===== src/rtl/led_scan_if.sv =====
// Bundle between the frame producer and the LED matrix scanner.
//   enable      : 1 = scan, 0 = matrix dark
//   leds        : ROWS*COLS frame, index = row*COLS + col
//   frame_valid : 1-cycle strobe, leds holds a new frame
//   row_out     : one-hot row select, active-high
//   col_out     : column drive for the selected row
//   frame_done  : 1-cycle pulse at the end of the last row
//   db_row      : current row index
//   db_state    : FSM state code (IDLE=0, BLANK=1, DRIVE=2)
// master = producer/board side, slave = scanner.
interface led_scan_if #(
    parameter int ROWS = 6,
    parameter int COLS = 6
);
    logic                   enable;
    logic [ROWS*COLS-1:0]   leds;
    logic                   frame_valid;
    logic [ROWS-1:0]        row_out;
    logic [COLS-1:0]        col_out;
    logic                   frame_done;
    logic [2:0]             db_row;
    logic [1:0]             db_state;

    modport master (
        output enable, leds, frame_valid,
        input  row_out, col_out, frame_done, db_row, db_state
    );

    modport slave (
        input  enable, leds, frame_valid,
        output row_out, col_out, frame_done, db_row, db_state
    );
endinterface


===== src/rtl/led_matrix_scan.sv =====
// Row-multiplexed LED matrix scanner with double-buffered frames.
// Each row is preceded by BLANK dark cycles and then driven for DWELL cycles.
// New frames land in a pending buffer and are copied to the displayed buffer
// only at a frame boundary, so a frame never tears.
// Ports:
//   clock     : system clock
//   restart_n : synchronous reset, active-low
//   bus       : led_scan_if slave (enable/leds/frame_valid in,
//               row_out/col_out/frame_done/db_row/db_state out)
module led_matrix_scan #(
    parameter int ROWS        = 6,
    parameter int COLS        = 6,
    parameter int DWELL       = 50000,
    parameter int BLANK       = 500,
    parameter int COL_ACT_LOW = 1
) (
    input  logic       clock,
    input  logic       restart_n,
    led_scan_if.slave  bus
);
    localparam int N       = ROWS * COLS;
    localparam int CNT_MAX = (DWELL > BLANK) ? DWELL : BLANK;
    localparam int CNT_W   = $clog2(CNT_MAX + 1);
    localparam logic [COLS-1:0] COL_OFF = (COL_ACT_LOW != 0) ? {COLS{1'b1}} : {COLS{1'b0}};

    typedef enum logic [1:0] {
        S_IDLE  = 2'd0,
        S_BLANK = 2'd1,
        S_DRIVE = 2'd2
    } state_t;

    state_t             state_q, state_d;
    logic [2:0]         row_q, row_d;
    logic [CNT_W-1:0]   cnt_q, cnt_d;
    logic               frame_end;
    logic [N-1:0]       pending_q, active_q;
    logic               pend_full_q;
    logic [ROWS-1:0]    row_out_q, row_out_d;
    logic [COLS-1:0]    col_out_q, col_out_d;
    logic               frame_done_q;

    // Column pattern of one row of a frame, in pin polarity.
    function automatic logic [COLS-1:0] row_cols(input logic [N-1:0] frame, input logic [2:0] r);
        logic [N-1:0] sh;
        sh = frame >> (COLS * int'(r));
        return (COL_ACT_LOW != 0) ? ~sh[COLS-1:0] : sh[COLS-1:0];
    endfunction

    // Next-state decision: counters reload to 0 on every state entry.
    always_comb begin
        state_d   = state_q;
        row_d     = row_q;
        cnt_d     = cnt_q;
        frame_end = 1'b0;
        case (state_q)
            S_IDLE: begin
                if (bus.enable) begin
                    state_d = S_BLANK;
                    row_d   = 3'd0;
                    cnt_d   = '0;
                end
            end
            S_BLANK: begin
                if (!bus.enable) begin
                    state_d = S_IDLE;
                    row_d   = 3'd0;
                    cnt_d   = '0;
                end else if (cnt_q == CNT_W'(BLANK - 1)) begin
                    state_d = S_DRIVE;
                    cnt_d   = '0;
                end else begin
                    cnt_d = cnt_q + CNT_W'(1);
                end
            end
            S_DRIVE: begin
                if (!bus.enable) begin
                    state_d = S_IDLE;
                    row_d   = 3'd0;
                    cnt_d   = '0;
                end else if (cnt_q == CNT_W'(DWELL - 1)) begin
                    state_d = S_BLANK;
                    cnt_d   = '0;
                    if (row_q == 3'(ROWS - 1)) begin
                        row_d     = 3'd0;
                        frame_end = 1'b1;
                    end else begin
                        row_d = row_q + 3'd1;
                    end
                end else begin
                    cnt_d = cnt_q + CNT_W'(1);
                end
            end
            default: begin
                state_d = S_IDLE;
                row_d   = 3'd0;
                cnt_d   = '0;
            end
        endcase
    end

    // Pin values follow the next state so they line up with db_state/db_row.
    // The displayed buffer only changes when entering BLANK, so using the
    // current active_q for a DRIVE row is safe.
    always_comb begin
        row_out_d = '0;
        col_out_d = COL_OFF;
        if (state_d == S_DRIVE) begin
            row_out_d = ROWS'(1) << row_d;
            col_out_d = row_cols(active_q, row_d);
        end
    end

    always_ff @(posedge clock) begin
        if (!restart_n) begin
            state_q      <= S_IDLE;
            row_q        <= 3'd0;
            cnt_q        <= '0;
            pending_q    <= '0;
            active_q     <= '0;
            pend_full_q  <= 1'b0;
            row_out_q    <= '0;
            col_out_q    <= COL_OFF;
            frame_done_q <= 1'b0;
        end else begin
            state_q      <= state_d;
            row_q        <= row_d;
            cnt_q        <= cnt_d;
            row_out_q    <= row_out_d;
            col_out_q    <= col_out_d;
            frame_done_q <= frame_end;
            // At a frame boundary a simultaneous strobe bypasses pending.
            if (frame_end) begin
                if (bus.frame_valid) begin
                    active_q    <= bus.leds;
                    pend_full_q <= 1'b0;
                end else if (pend_full_q) begin
                    active_q    <= pending_q;
                    pend_full_q <= 1'b0;
                end
            end else if (bus.frame_valid) begin
                pending_q   <= bus.leds;
                pend_full_q <= 1'b1;
            end
        end
    end

    assign bus.row_out    = row_out_q;
    assign bus.col_out    = col_out_q;
    assign bus.frame_done = frame_done_q;
    assign bus.db_row     = row_q;
    assign bus.db_state   = state_q;
endmodule

===== src/flat_wrapper.sv =====
// flat-port wrapper written by rule: the top's interface ports become plain ports
module led_matrix_scan_flat 
#(
    parameter int ROWS        = 6,
    parameter int COLS        = 6,
    parameter int DWELL       = 50000,
    parameter int BLANK       = 500,
    parameter int COL_ACT_LOW = 1
)
  (clock, restart_n, bus_enable, bus_leds, bus_frame_valid, bus_row_out, bus_col_out, bus_frame_done, bus_db_row, bus_db_state);
  led_scan_if #(.ROWS(ROWS), .COLS(COLS)) bus_i ();
  input  logic clock;
  input  logic restart_n;
  input wire logic [$bits(bus_i.enable)-1:0] bus_enable;
  input wire logic [$bits(bus_i.leds)-1:0] bus_leds;
  input wire logic [$bits(bus_i.frame_valid)-1:0] bus_frame_valid;
  output wire logic [$bits(bus_i.row_out)-1:0] bus_row_out;
  output wire logic [$bits(bus_i.col_out)-1:0] bus_col_out;
  output wire logic [$bits(bus_i.frame_done)-1:0] bus_frame_done;
  output wire logic [$bits(bus_i.db_row)-1:0] bus_db_row;
  output wire logic [$bits(bus_i.db_state)-1:0] bus_db_state;
  assign bus_i.enable = bus_enable;
  assign bus_i.leds = bus_leds;
  assign bus_i.frame_valid = bus_frame_valid;
  assign bus_row_out = bus_i.row_out;
  assign bus_col_out = bus_i.col_out;
  assign bus_frame_done = bus_i.frame_done;
  assign bus_db_row = bus_i.db_row;
  assign bus_db_state = bus_i.db_state;
  led_matrix_scan #(.ROWS(ROWS), .COLS(COLS), .DWELL(DWELL), .BLANK(BLANK), .COL_ACT_LOW(COL_ACT_LOW)) u_core (.clock(clock), .restart_n(restart_n), .bus(bus_i));
endmodule

===== config.mk =====
export PLATFORM = sky130hd
export DESIGN_NAME = led_matrix_scan_flat
export DESIGN_NICKNAME = d
export VERILOG_FILES = /design/src/rtl/led_scan_if.sv /design/src/rtl/led_matrix_scan.sv /design/src/flat_wrapper.sv
export SDC_FILE = /design/constraint.sdc
export NUM_CORES = 1
export LEC_CHECK = 0
export ABC_CLOCK_PERIOD_IN_PS = 6100
export BUFFER_PORTS_ARGS = -buffer_cell sky130_fd_sc_hd__buf_2
export CORE_ASPECT_RATIO = 1.4
export CORE_MARGIN = 5
export CORE_UTILIZATION = 35
export DETAILED_ROUTE_END_ITERATION = 12
export GPL_TIMING_DRIVEN = 0
export PLACE_DENSITY = 0.53
export SETUP_SLACK_MARGIN = 0.1
export SKIP_LAST_GASP = 1
export SYNTH_ARGS = -nofsm -noshare
export SYNTH_HDL_FRONTEND = slang
export SYNTH_SLANG_ARGS = --single-unit

===== constraint.sdc =====
create_clock -name clock -period 6.1 [get_ports clock]
set_input_delay 0.305 -clock clock [delete_from_list [all_inputs] [get_ports clock]]
set_output_delay 0.305 -clock clock [all_outputs]
set_load 0.02 [all_outputs]

-- Word level (Yosys, flattened, before mapping)
Index checks and enable logic that the tools add are counted.
- memory bits (read-only): 0
- latch bits: 0
- memories kept: 0
- output and inout bits: 18
- bits in writable memories: 0
- register bits after elaboration: 107
- shift-type cells: 2
- $add $sub $neg: 2
- reduce and logical (&&, ||, !) cells: 6
- bitwise gates (word level): 3
- order comparisons: 0
- equal/unequal tests: 7
- multipliers: 1
- mux-type cells: 24
- divide/modulo/power cells: 0
- operators by type and width (kind ; number):
    $mux 16 ; 5
    $mux 36 ; 2
    $pmux 16 s3 ; 1
    $shr 36x32->6 ; 1
    $add 16x1->16 const B ; 1
    $eq 16x16->1 const B ; 1
    $eq 16x9->1 const B ; 1
    $mux 3 ; 5
    $mux 2 ; 5
    $pmux 3 s3 ; 1
    $not 6->6 ; 1
    $pmux 2 s3 ; 1
    $reduce_and 2->1 ; 3
    $shl 1x3->6 const A ; 1
    $mul 2x3->5 const A ; 1
    $eq 2x2->1 const B ; 2
    $mux 1 ; 4
    $add 3x1->3 const B ; 1
    $eq 3x3->1 const B ; 1
    $eq 2x1->1 const B ; 1
    $logic_not 2->1 ; 1
    $ne 2x2->1 const B ; 1
    $not 1->1 ; 2
    $reduce_bool 2->1 ; 1
    $reduce_or 2->1 ; 1

-- Longest topological paths before layout
Gate-level depths: netlist of run 1.
- depth in word-level cells: 8
- mapped depth: 10

-- Least setup slack after synthesis of run 1
OpenSTA, ideal clock, no wires.
- kind: register -> register
- start: register u_core.state_q[0] (netlist: u_core.bus.db_state[0])
- end: register u_core.col_out_q[1] (netlist: u_core.bus.col_out[1])
- data arrival time: 2291 ps
- cell stages (with the launch flop): 11
- path slack: 3687 ps
- required time: 5978 ps
- clock period less this slack: 2413 ps
- library setup time: 122 ps
- path through: dfxtp_1 > inv_1 > ha_1 > nand2_1 > nor2_1 > a22oi_4 > o41a_4 > buf_6 > a21oi_1 > a22o_1 > o32a_1
- word-level cells in the longest chain between the ends: 5
- ends and longest elaborated chain (item ; line ; source):
    start, declared ; led_matrix_scan.sv:32 ; state_t state_q, state_d;
    start signal, assigned ; led_matrix_scan.sv:125 ; state_q <= state_d;
    $eq 2x2->1 (tied with other cells) ; led_matrix_scan.sv:55 ; case (state_q)
    $pmux 3 s3 (tied with other cells) ; led_matrix_scan.sv:55 ;
    $mul 2x3->5 / $pmux 2 s3 (equally long branches) ; led_matrix_scan.sv:45, led_matrix_scan.sv:55 ;
    $shr 36x32->6 / $eq 2x2->1 (equally long branches) ; led_matrix_scan.sv:45, led_matrix_scan.sv:107 ;
    $not 6->6 / $reduce_and 2->1 (equally long branches) ; n/a ;
    end signal, assigned ; led_matrix_scan.sv:129 ; col_out_q <= col_out_d;
    end, declared ; led_matrix_scan.sv:39 ; logic [COLS-1:0] col_out_q, col_out_d;
Parallel ways exist; a longest one is shown, timed or not.
A chain may end at the register's enable or synchronous reset.

-- Worst setup path after layout of run 1
- start: register u_core.state_q[0] (netlist: u_core.bus.db_state[0])
- end: register u_core.pending_q[19]
- word-level cells in the longest chain between the ends: 4
- ends and longest elaborated chain (item ; line ; source):
    $eq 2x2->1 ; led_matrix_scan.sv:55 ;
    $mux 1 ; led_matrix_scan.sv:55 ;
    $not 1->1 (no source line) ; n/a ;
    $reduce_and 2->1 (no source line) ; n/a ;
    end signal, assigned ; led_matrix_scan.sv:141 ; pending_q <= bus.leds;
    end, declared ; led_matrix_scan.sv:36 ; logic [N-1:0] pending_q, active_q;
Every way passes these cells.

==> results of run 1 <==
-- critical path: stages (launching register included) --
cell and delay, ns:
dfxtp_1 0.43, inv_1 0.09, ha_1 0.29, nand2_1 0.27, nor3b_1 0.08, and3_1 0.23
nor2b_1 0.11, clkbuf_1 0.43, clkbuf_1 0.44, nand2_1 0.09, a21boi_0 0.17
-- state kept, by name, indices dropped and copies added, names as in the netlist --
| signal | count |
|---|---|
| u_core.active_q | 36 |
| u_core.bus.col_out | 6 |
| u_core.bus.db_row | 3 |
| u_core.bus.db_state | 2 |
| u_core.bus.frame_done | 1 |
| u_core.bus.row_out | 6 |
| u_core.cnt_q | 16 |
| u_core.pend_full_q | 1 |
| u_core.pending_q | 36 |
-- cell type report --
| class | instances | area, µm² | area share [%] |
|---|---|---|---|
| multi-input cells | 403 | 2640 | 45.9 |
| clock inverters | 6 | 47.5 | 0.826 |
| repair buffers | 55 | 275 | 4.78 |
| clock buffers | 10 | 229 | 3.98 |
| plain buffers | 36 | 168 | 2.91 |
| flip-flops and latches | 107 | 2140 | 37.2 |
| well taps | 185 | 231 | 4.02 |
| inverters | 6 | 22.5 | 0.391 |
-- per-stage QoR --
stage | util (%) | setup WS, ns | area, µm² | cells | power [W]
5_1_grt | 41.4 | 3.03 | 5760 | 808 | 0.00143
2_1_floorplan | - | 3.69 | 4970 | 552 | 0.000798
4_1_cts | 41.4 | 3.33 | 5760 | 808 | 0.00139
3_5_place_dp | 39.4 | 3.35 | 5480 | 792 | 0.000836
6_report | 41.4 | 3.37 | 5760 | 808 | 0.00137
3_3_place_gp | 39.4 | 3.40 | 5480 | 792 | 0.000833
-- how the worst max path moves through the flow --
stage	start	to	slack, ns	depth (start not counted)
finish	u_core.bus.db_state[0]	u_core.pending_q[19]	3.37	10
global route	u_core.bus.db_state[0]	u_core.pending_q[17]	3.03	10
CTS	u_core.bus.db_state[0]	u_core.pending_q[21]	3.33	10
detailed placement	u_core.bus.db_state[0]	u_core.pending_q[21]	3.35	10
global placement	u_core.cnt_q[0]	u_core.active_q[26]	3.40	9
floorplan	u_core.bus.db_state[0]	u_core.bus.col_out[1]	3.69	10
-- per-layer routing --
metal | vias up | share of wire (%) | routed length (µm)
li1 | 2086 | - | -
met1 | 1971 | 43 | 5510
met2 | 58 | 52 | 6660
met3 | 16 | 2.8 | 354
met4 | 0 | 1.7 | 218
met5 | - | 0 | 0
-- power groups by stage --
stage               combinational [W]  sequential [W]  clock [W]
finish                      0.0000986        0.000719   0.000555
global route                 0.000111        0.000721   0.000597
CTS                          0.000100        0.000719   0.000567
detailed placement           0.000100        0.000736          0
global placement            0.0000979        0.000735          0
floorplan                   0.0000629        0.000735          0
-- layout by cell type (no fill, tap or decap), types with 4 or more instances in the layout --
master | synthesis | final
a21boi_0 | 36 | 36
a21oi_1 | 16 | 16
a22o_1 | 7 | 7
a22oi_1 | 7 | 7
buf_2 | 14 | 69
clkbuf_1 | 17 | 18
clkbuf_16 | 0 | 9
dfxtp_1 | 107 | 107
ha_1 | 5 | 5
inv_1 | 6 | 6
mux2i_1 | 36 | 36
nand2_1 | 125 | 125
nand3_1 | 8 | 8
nor2_1 | 38 | 38
nor2b_1 | 7 | 7
nor3_1 | 9 | 9
nor3b_1 | 4 | 4
o211a_1 | 38 | 38
o21ai_0 | 6 | 6
o32a_1 | 5 | 5
xnor2_1 | 5 | 5
xor2_1 | 4 | 4
-- logic make-up after synthesis --
kind of cell / count (synthesis)
compound gates: 131
flops: 107
buf+inv: 42
simple gates: 221
mux: 37
fa+ha+maj: 5
xor+xnor: 9
==> qor.csv, run 1 <==
stage;metric;value;unit
yosys;synthSimpleGateAreaFrac;20.6;%
clocking;cts_root_buf;clkbuf_16;
setup_path;cp.required;6.37;ns
global_route;use_met2;28.9;%
clocking;clk_pin_slew;0.08;ns
setup_path;regToRegSetupSlack;3.37;ns
setup_path;worstPathArrival;3.00;ns
sta;hold-worst-slack;0.205;ns
setup_path;reg2reg_from;u_core.bus.db_state[0];
route;ant_nets;0;
sta;rsz0062_at_grt;no;
sta;setup_tns;0;ns
yosys;netlist_top_cells_count;125 x nand2_1, 107 x dfxtp_1, 38 x nor2_1, 38 x o211a_1;
outcome;outcome;finished, final reports clean;
setup_path;reg2regPathDepth;10;
sta;hold_viol_final;0;
global_route;met3_usage;2.04;%
finish;antenna_cells;0;
finish;n_fill_cell;1471;
global_route;use_met1;17.8;%
yosys;synth_area_leader_cell;dfxtp_1;
yosys;yosysSeqAreaShare;43.1;%
power_and_ir_drop;pwr-share-clk;40.4;%
route;avgRoutedWirePerCell;15.8;µm
yosys;dominantRegCellSynth;dfxtp_1;
clocking;clock_path_buffers;2;
clocking;numCtsBuffers;9;
yosys;async_flop_share;0;%
job;cap_violations;0;
global_route;antenna_found_initial;0;
yosys;synthAdderAreaFrac;1.26;%
power_and_ir_drop;switching_share;24.7;%
yosys;synthCells;552;
power_and_ir_drop;leakage;2.69;nW
finish;fin_nets;663;
clocking;post_cts_buffers;0;
setup_path;worst_r2r_endpoint;u_core.pending_q[19];
yosys;synth_compound_gate_area_share;22.2;%
global_route;grt_pass1_vias;4174;
power_and_ir_drop;switching_power;0.000340;W
floorplanning;die_w;111;µm
floorplanning;initial_utilization;35.8;%
yosys;ys.warnings.count;0;
hold_path;holdPathEnd;u_core.pending_q[9];
floorplanning;core_area;0.0139;mm²
global_route;grt-busiest-layer;met2;
yosys;synth_top_area_share;43.1;%
yosys;synth_top_family_by_area;compound AO/OA/AOI/OAI gates;
finish;area_delta_synth_final;15.7;%
yosys;synth_edf_count;0;
place;place_congestion;0.840;
global_route;grt_start_max_net_pins;19;
sta;fin_crit;2.73;ns
yosys;synth_area_leaders;dfxtp_1 43%, nand2_1 9.4%, o211a_1 7.6%;
setup_path;end_kind;flop;
global_route;grt_pass1_wl;20.7;mm
route;routed_wl;12.7;mm
clocking;tritoncts;built;
place;dp_hpwl;9.85;mm
hold_path;hold_path_startpoint;bus_leds[9];
yosys;synth_xor_area_share;1.58;%
yosys;synth_area_per_cell;9.01;µm²
yosys;yosys.cell_count.top_type;nand2_1;
route;num_vias;4131;
sta;maxSlewViolCount;0;
yosys;synthMuxAreaShare;7.47;%
route;dr.pass1.iters;4;
clocking;cts-resized-gates;0;
sta;fin_crit_sh;44.8;%
route;drt_iter0_markers;163;
hold_path;holdPathStages;3;
route;viasPerCell;5.11;
sta;slew_headroom;51.3;%
setup_path;worst-setup-path-type;reg -> reg;
sta;tightest_slew;0.731;ns
sta;skew;0.00925;ns
clocking;postCtsHoldBufs;0;
finish;drive_above_1_share;16.4;%
power_and_ir_drop;p_comb_share;7.2;%
global_route;grtUsageTotal;15.4;%
floorplanning;num_rows;51;
power_and_ir_drop;power_density;238;mW/mm²
clocking;cts_max_level;3;
global_route;globalRouteOverflowTotal;0;
clocking;worst_skew_pair.late_latency;0.35;ns
power_and_ir_drop;p_seq_share;52.4;%
yosys;synth_area;0.00497;mm²
sta;setup_viol;0;
sta;fmax;366;MHz
place;port-buffer-count;55;
setup_path;start_kind;flop;
yosys;syn_nets;597;
setup_path;critPathMaxFanout;10;
floorplanning;die_area;0.0167;mm²
yosys;synth.distinct_cells;57;
hold_path;hold_path_class;in -> reg;
power_and_ir_drop;p_int;0.00103;W
yosys;yosys_register_bits;107;
floorplanning;die_h;151;µm
power_and_ir_drop;max-vdd-ir-drop;0.000126;V
floorplanning;io_pins;58;
route;drc;0;
clocking;cts.sinks;107;
Power figures use the tool's default switching activity.
==> inputs of run 2 (changes only) <==
- ABC_AREA: default -> 1
- ABC_CLOCK_PERIOD_IN_PS: 6100 -> 2800
- clock period: 6.1 -> 2.8 ns (I/O delays scaled with it)
==> run 2 against run 1 <==
Against the previous run:
- non-clock buffer count grew 2
- total power grew 120%
- clock skew grew 0.0012 ns
- clock-buffer cell count shrank 1
- clock power grew 120%
- synthesized cell count grew 26%
- sequential share of layout area shrank 0.88 points
- maximum frequency grew 19%
- hold slack lost 0.14 ns
- final cell count grew 18%
- critical path type unchanged
- largest cell class unchanged
==> qor.csv, run 2 <==
stage;metric;value;unit;change
outcome;outcome;finished, final reports clean;;
place;place_congestion;0.904;;+7.6%
finish;final_cell_mix;160 x nand2_1, 141 x nor2_1, 107 x dfxtp_1;;
yosys;yosysSeqAreaShare;42.1;%;-0.98 points
floorplanning;io_pins;58;;unchanged
yosys;synth_area_leaders;dfxtp_1 42%, nand2_1 12%, nor2_1 10%;;
global_route;grt_pass1_vias;4699;;+13%
global_route;grt_start_max_net_pins;20;;+1
power_and_ir_drop;power_density;510;mW/mm²;+110%
setup_path;cp.required;2.99;ns;-3.38 ns
clocking;numCtsBuffers;9;;unchanged
sta;skew;0.0105;ns;+0.00120 ns
clocking;cts.sinks;107;;unchanged
clocking;cts-resized-gates;0;;unchanged
sta;tightest_slew;0.707;ns;-0.0239 ns
power_and_ir_drop;leakage;2.40;nW;-11%
yosys;synth_area;0.00509;mm²;+2.3%
finish;layout_commonest_cell;nand2_1;;
finish;area_delta_synth_final;15.9;%;about the same
place;place_area;0.00561;mm²;+2.4%
setup_path;end_kind;flop;;
setup_path;worstPathArrival;2.49;ns;-0.51 ns
route;drc;0;;unchanged
sta;fin_crit;2.29;ns;-0.436 ns
setup_path;critPathMaxFanout;7;;-3
floorplanning;die_h;153;µm;+1.1%
clocking;clk_pin_slew;0.07;ns;about the same
sta;slew_headroom;52.8;%;+1.6 points
floorplanning;die_area;0.0171;mm²;+2.2%
route;num_vias;4667;;+13%
sta;setup_tns;0;ns;unchanged
route;drt_iter0_markers;243;;+49%
yosys;syn_nets;738;;+24%
clocking;clock_path_buffers;2;;unchanged
yosys;async_flop_share;0;%;unchanged
power_and_ir_drop;p_total;0.00301;W;+120%
power_and_ir_drop;max-vdd-ir-drop;0.000256;V;+100%
yosys;yosys_register_bits;107;;unchanged
clocking;tritoncts;built;;
global_route;antenna_found_initial;0;;unchanged
setup_path;start_kind;flop;;
sta;fin_crit_sh;82.0;%;+37 points
clocking;post_cts_buffers;0;;unchanged
route;avgRoutedWirePerCell;14.1;µm;-10%
yosys;netlist_top_cells_count;160 x nand2_1, 141 x nor2_1, 107 x dfxtp_1;;
clocking;postCtsHoldBufs;0;;unchanged
sta;maxSlewViolCount;0;;unchanged
yosys;synth_area_per_cell;7.35;µm²;-18%
clocking;worst_skew_pair.late_latency;0.34;ns;about the same
yosys;dominantRegCellSynth;dfxtp_1;;
route;routed_wl;13.5;mm;+5.8%
place;dp_slack;0.508;ns;-2.84 ns
global_route;grtUsageTotal;16.3;%;+0.94 points
hold_path;hold_path_class;in -> reg;;
route;ant_nets;0;;unchanged
clocking;cts_max_level;3;;unchanged
route;dr.pass1.iters;5;;+1
route;viasPerCell;4.89;;-4.4%
setup_path;worst-setup-path-type;reg -> reg;;
yosys;synthCells;693;;+26%
job;cap_violations;0;;unchanged
sta;setup_viol;0;;unchanged
finish;drive_above_1_share;17.9;%;+1.5 points
finish;antenna_cells;0;;unchanged
global_route;globalRouteOverflowTotal;0;;unchanged
floorplanning;initial_utilization;35.4;%;-0.35 points
global_route;grt_pass1_wl;22.9;mm;+11%
place;port-buffer-count;57;;+3.6%
finish;fin_util;41.0;%;-0.37 points
finish;fin_nets;806;;+22%
yosys;synth.distinct_cells;33;;-42%
yosys;synth_top_area_share;42.1;%;-0.98 points
floorplanning;num_rows;52;;+2.0%
yosys;synth_edf_count;0;;unchanged
place;dp_hpwl;10.7;mm;+9.0%
sta;rsz0062_at_grt;no;;
floorplanning;core_area;0.0144;mm²;+3.4%
yosys;yosys.cell_count.top_type;nand2_1;;
sta;hold_viol_final;0;;unchanged
floorplanning;die_w;112;µm;+1.1%
sta;fmax;436;MHz;+19%
finish;fin_area;0.00590;mm²;+2.4%
yosys;synth_area_leader_cell;dfxtp_1;;
sta;setup_slack;0.505;ns;-2.86 ns
clocking;cts_root_buf;clkbuf_16;;
finish;reg_top3;u_core.active_q: 36 flops, u_core.pending_q: 36 flops, u_core.cnt_q: 16 flops;;
yosys;ys.warnings.count;0;;unchanged
## run 2: cell count changes in the layout (fill, tap and decap cells not counted), sizes merged, moves of 7 or more
cell / change
mux2i: -36
a311oi: +29
o21ai: +41
inv: +57
nand3: +43
a22o: -7
a22oi: -8
nor2: +107
nor2b: -7
a21boi: -36
nand2: +37
o211a: -38
## run 2: path summary, 6_finish.rpt
kind / start / to / slack, ns / cells past startpoint
worst min register to register: u_core.pending_q[10] / u_core.pending_q[10] / 0.49 / 2
worst max-delay path: u_core.cnt_q[0] / u_core.cnt_q[7] / 0.51 / 10
worst max register to register: u_core.cnt_q[0] / u_core.cnt_q[7] / 0.51 / 10
worst min-delay path: bus_leds[22] / u_core.pending_q[22] / 0.07 / 3
## run 2: layer usage
metal	track usage, %	vias to the layer above	routed length, µm
li1	-	2401	-
met1	18.7	2133	5620
met3	2.46	29	428
met2	29.5	104	7000
met4	7.50	0	429
met5	0	-	0
## run 2: cells by family (layout without fill, tap and decap cells)
group	count (synthesis)	in the layout	share of synthesized area [%]
flip-flops	107	107	42.1
buffers and inverters	100	173	8.70
AND/OR/NAND/NOR	372	372	30.7
AO/OA/AOI/OAI	108	108	17.1
XOR/XNOR	1	1	0.172
adder cells (fa/ha/maj)	5	5	1.23
## run 2: cell type report
| type | instances | area, µm² |
|---|---|---|
| Buffer | 36 | 203 |
| Clock buffer | 9 | 225 |
| Clock inverter | 7 | 60.1 |
| Fill cell | 1538 | 8480 |
| Inverter | 64 | 240 |
| Multi-Input combinational cell | 486 | 2510 |
| Sequential cell | 107 | 2140 |
| Tap cell | 189 | 236 |
| Timing Repair Buffer | 57 | 285 |
## run 2: per-stage QoR
step | hold slack (ns) | instances
floorplan | 0.295 | 693
global placement | 0.409 | 939
detailed placement | 0.419 | 939
CTS | 0.0584 | 955
global route | 0.0603 | 955
finish | 0.0672 | 955
## run 2: power by group
group / internal (W) / total (W) / leakage [nW] / switching (W)
registers: 0.00156 / 0.00158 / 0.872 / 0.0000204
logic: 0.0000704 / 0.000221 / 1.39 / 0.000151
clock network: 0.000620 / 0.00121 / 0.142 / 0.000590
total: 0.00225 / 0.00301 / 2.40 / 0.000761
## run 2: worst max-delay path, stage by stage, from the launching register on
cell and delay (ns):
dfxtp_1 0.38, ha_1 0.25, nand3_2 0.15, nor2_2 0.17
nand2_1 0.11, nand2_1 0.07, nand2_1 0.05, nand3_1 0.16
inv_1 0.17, o21ai_1 0.50, a221oi_1 0.13
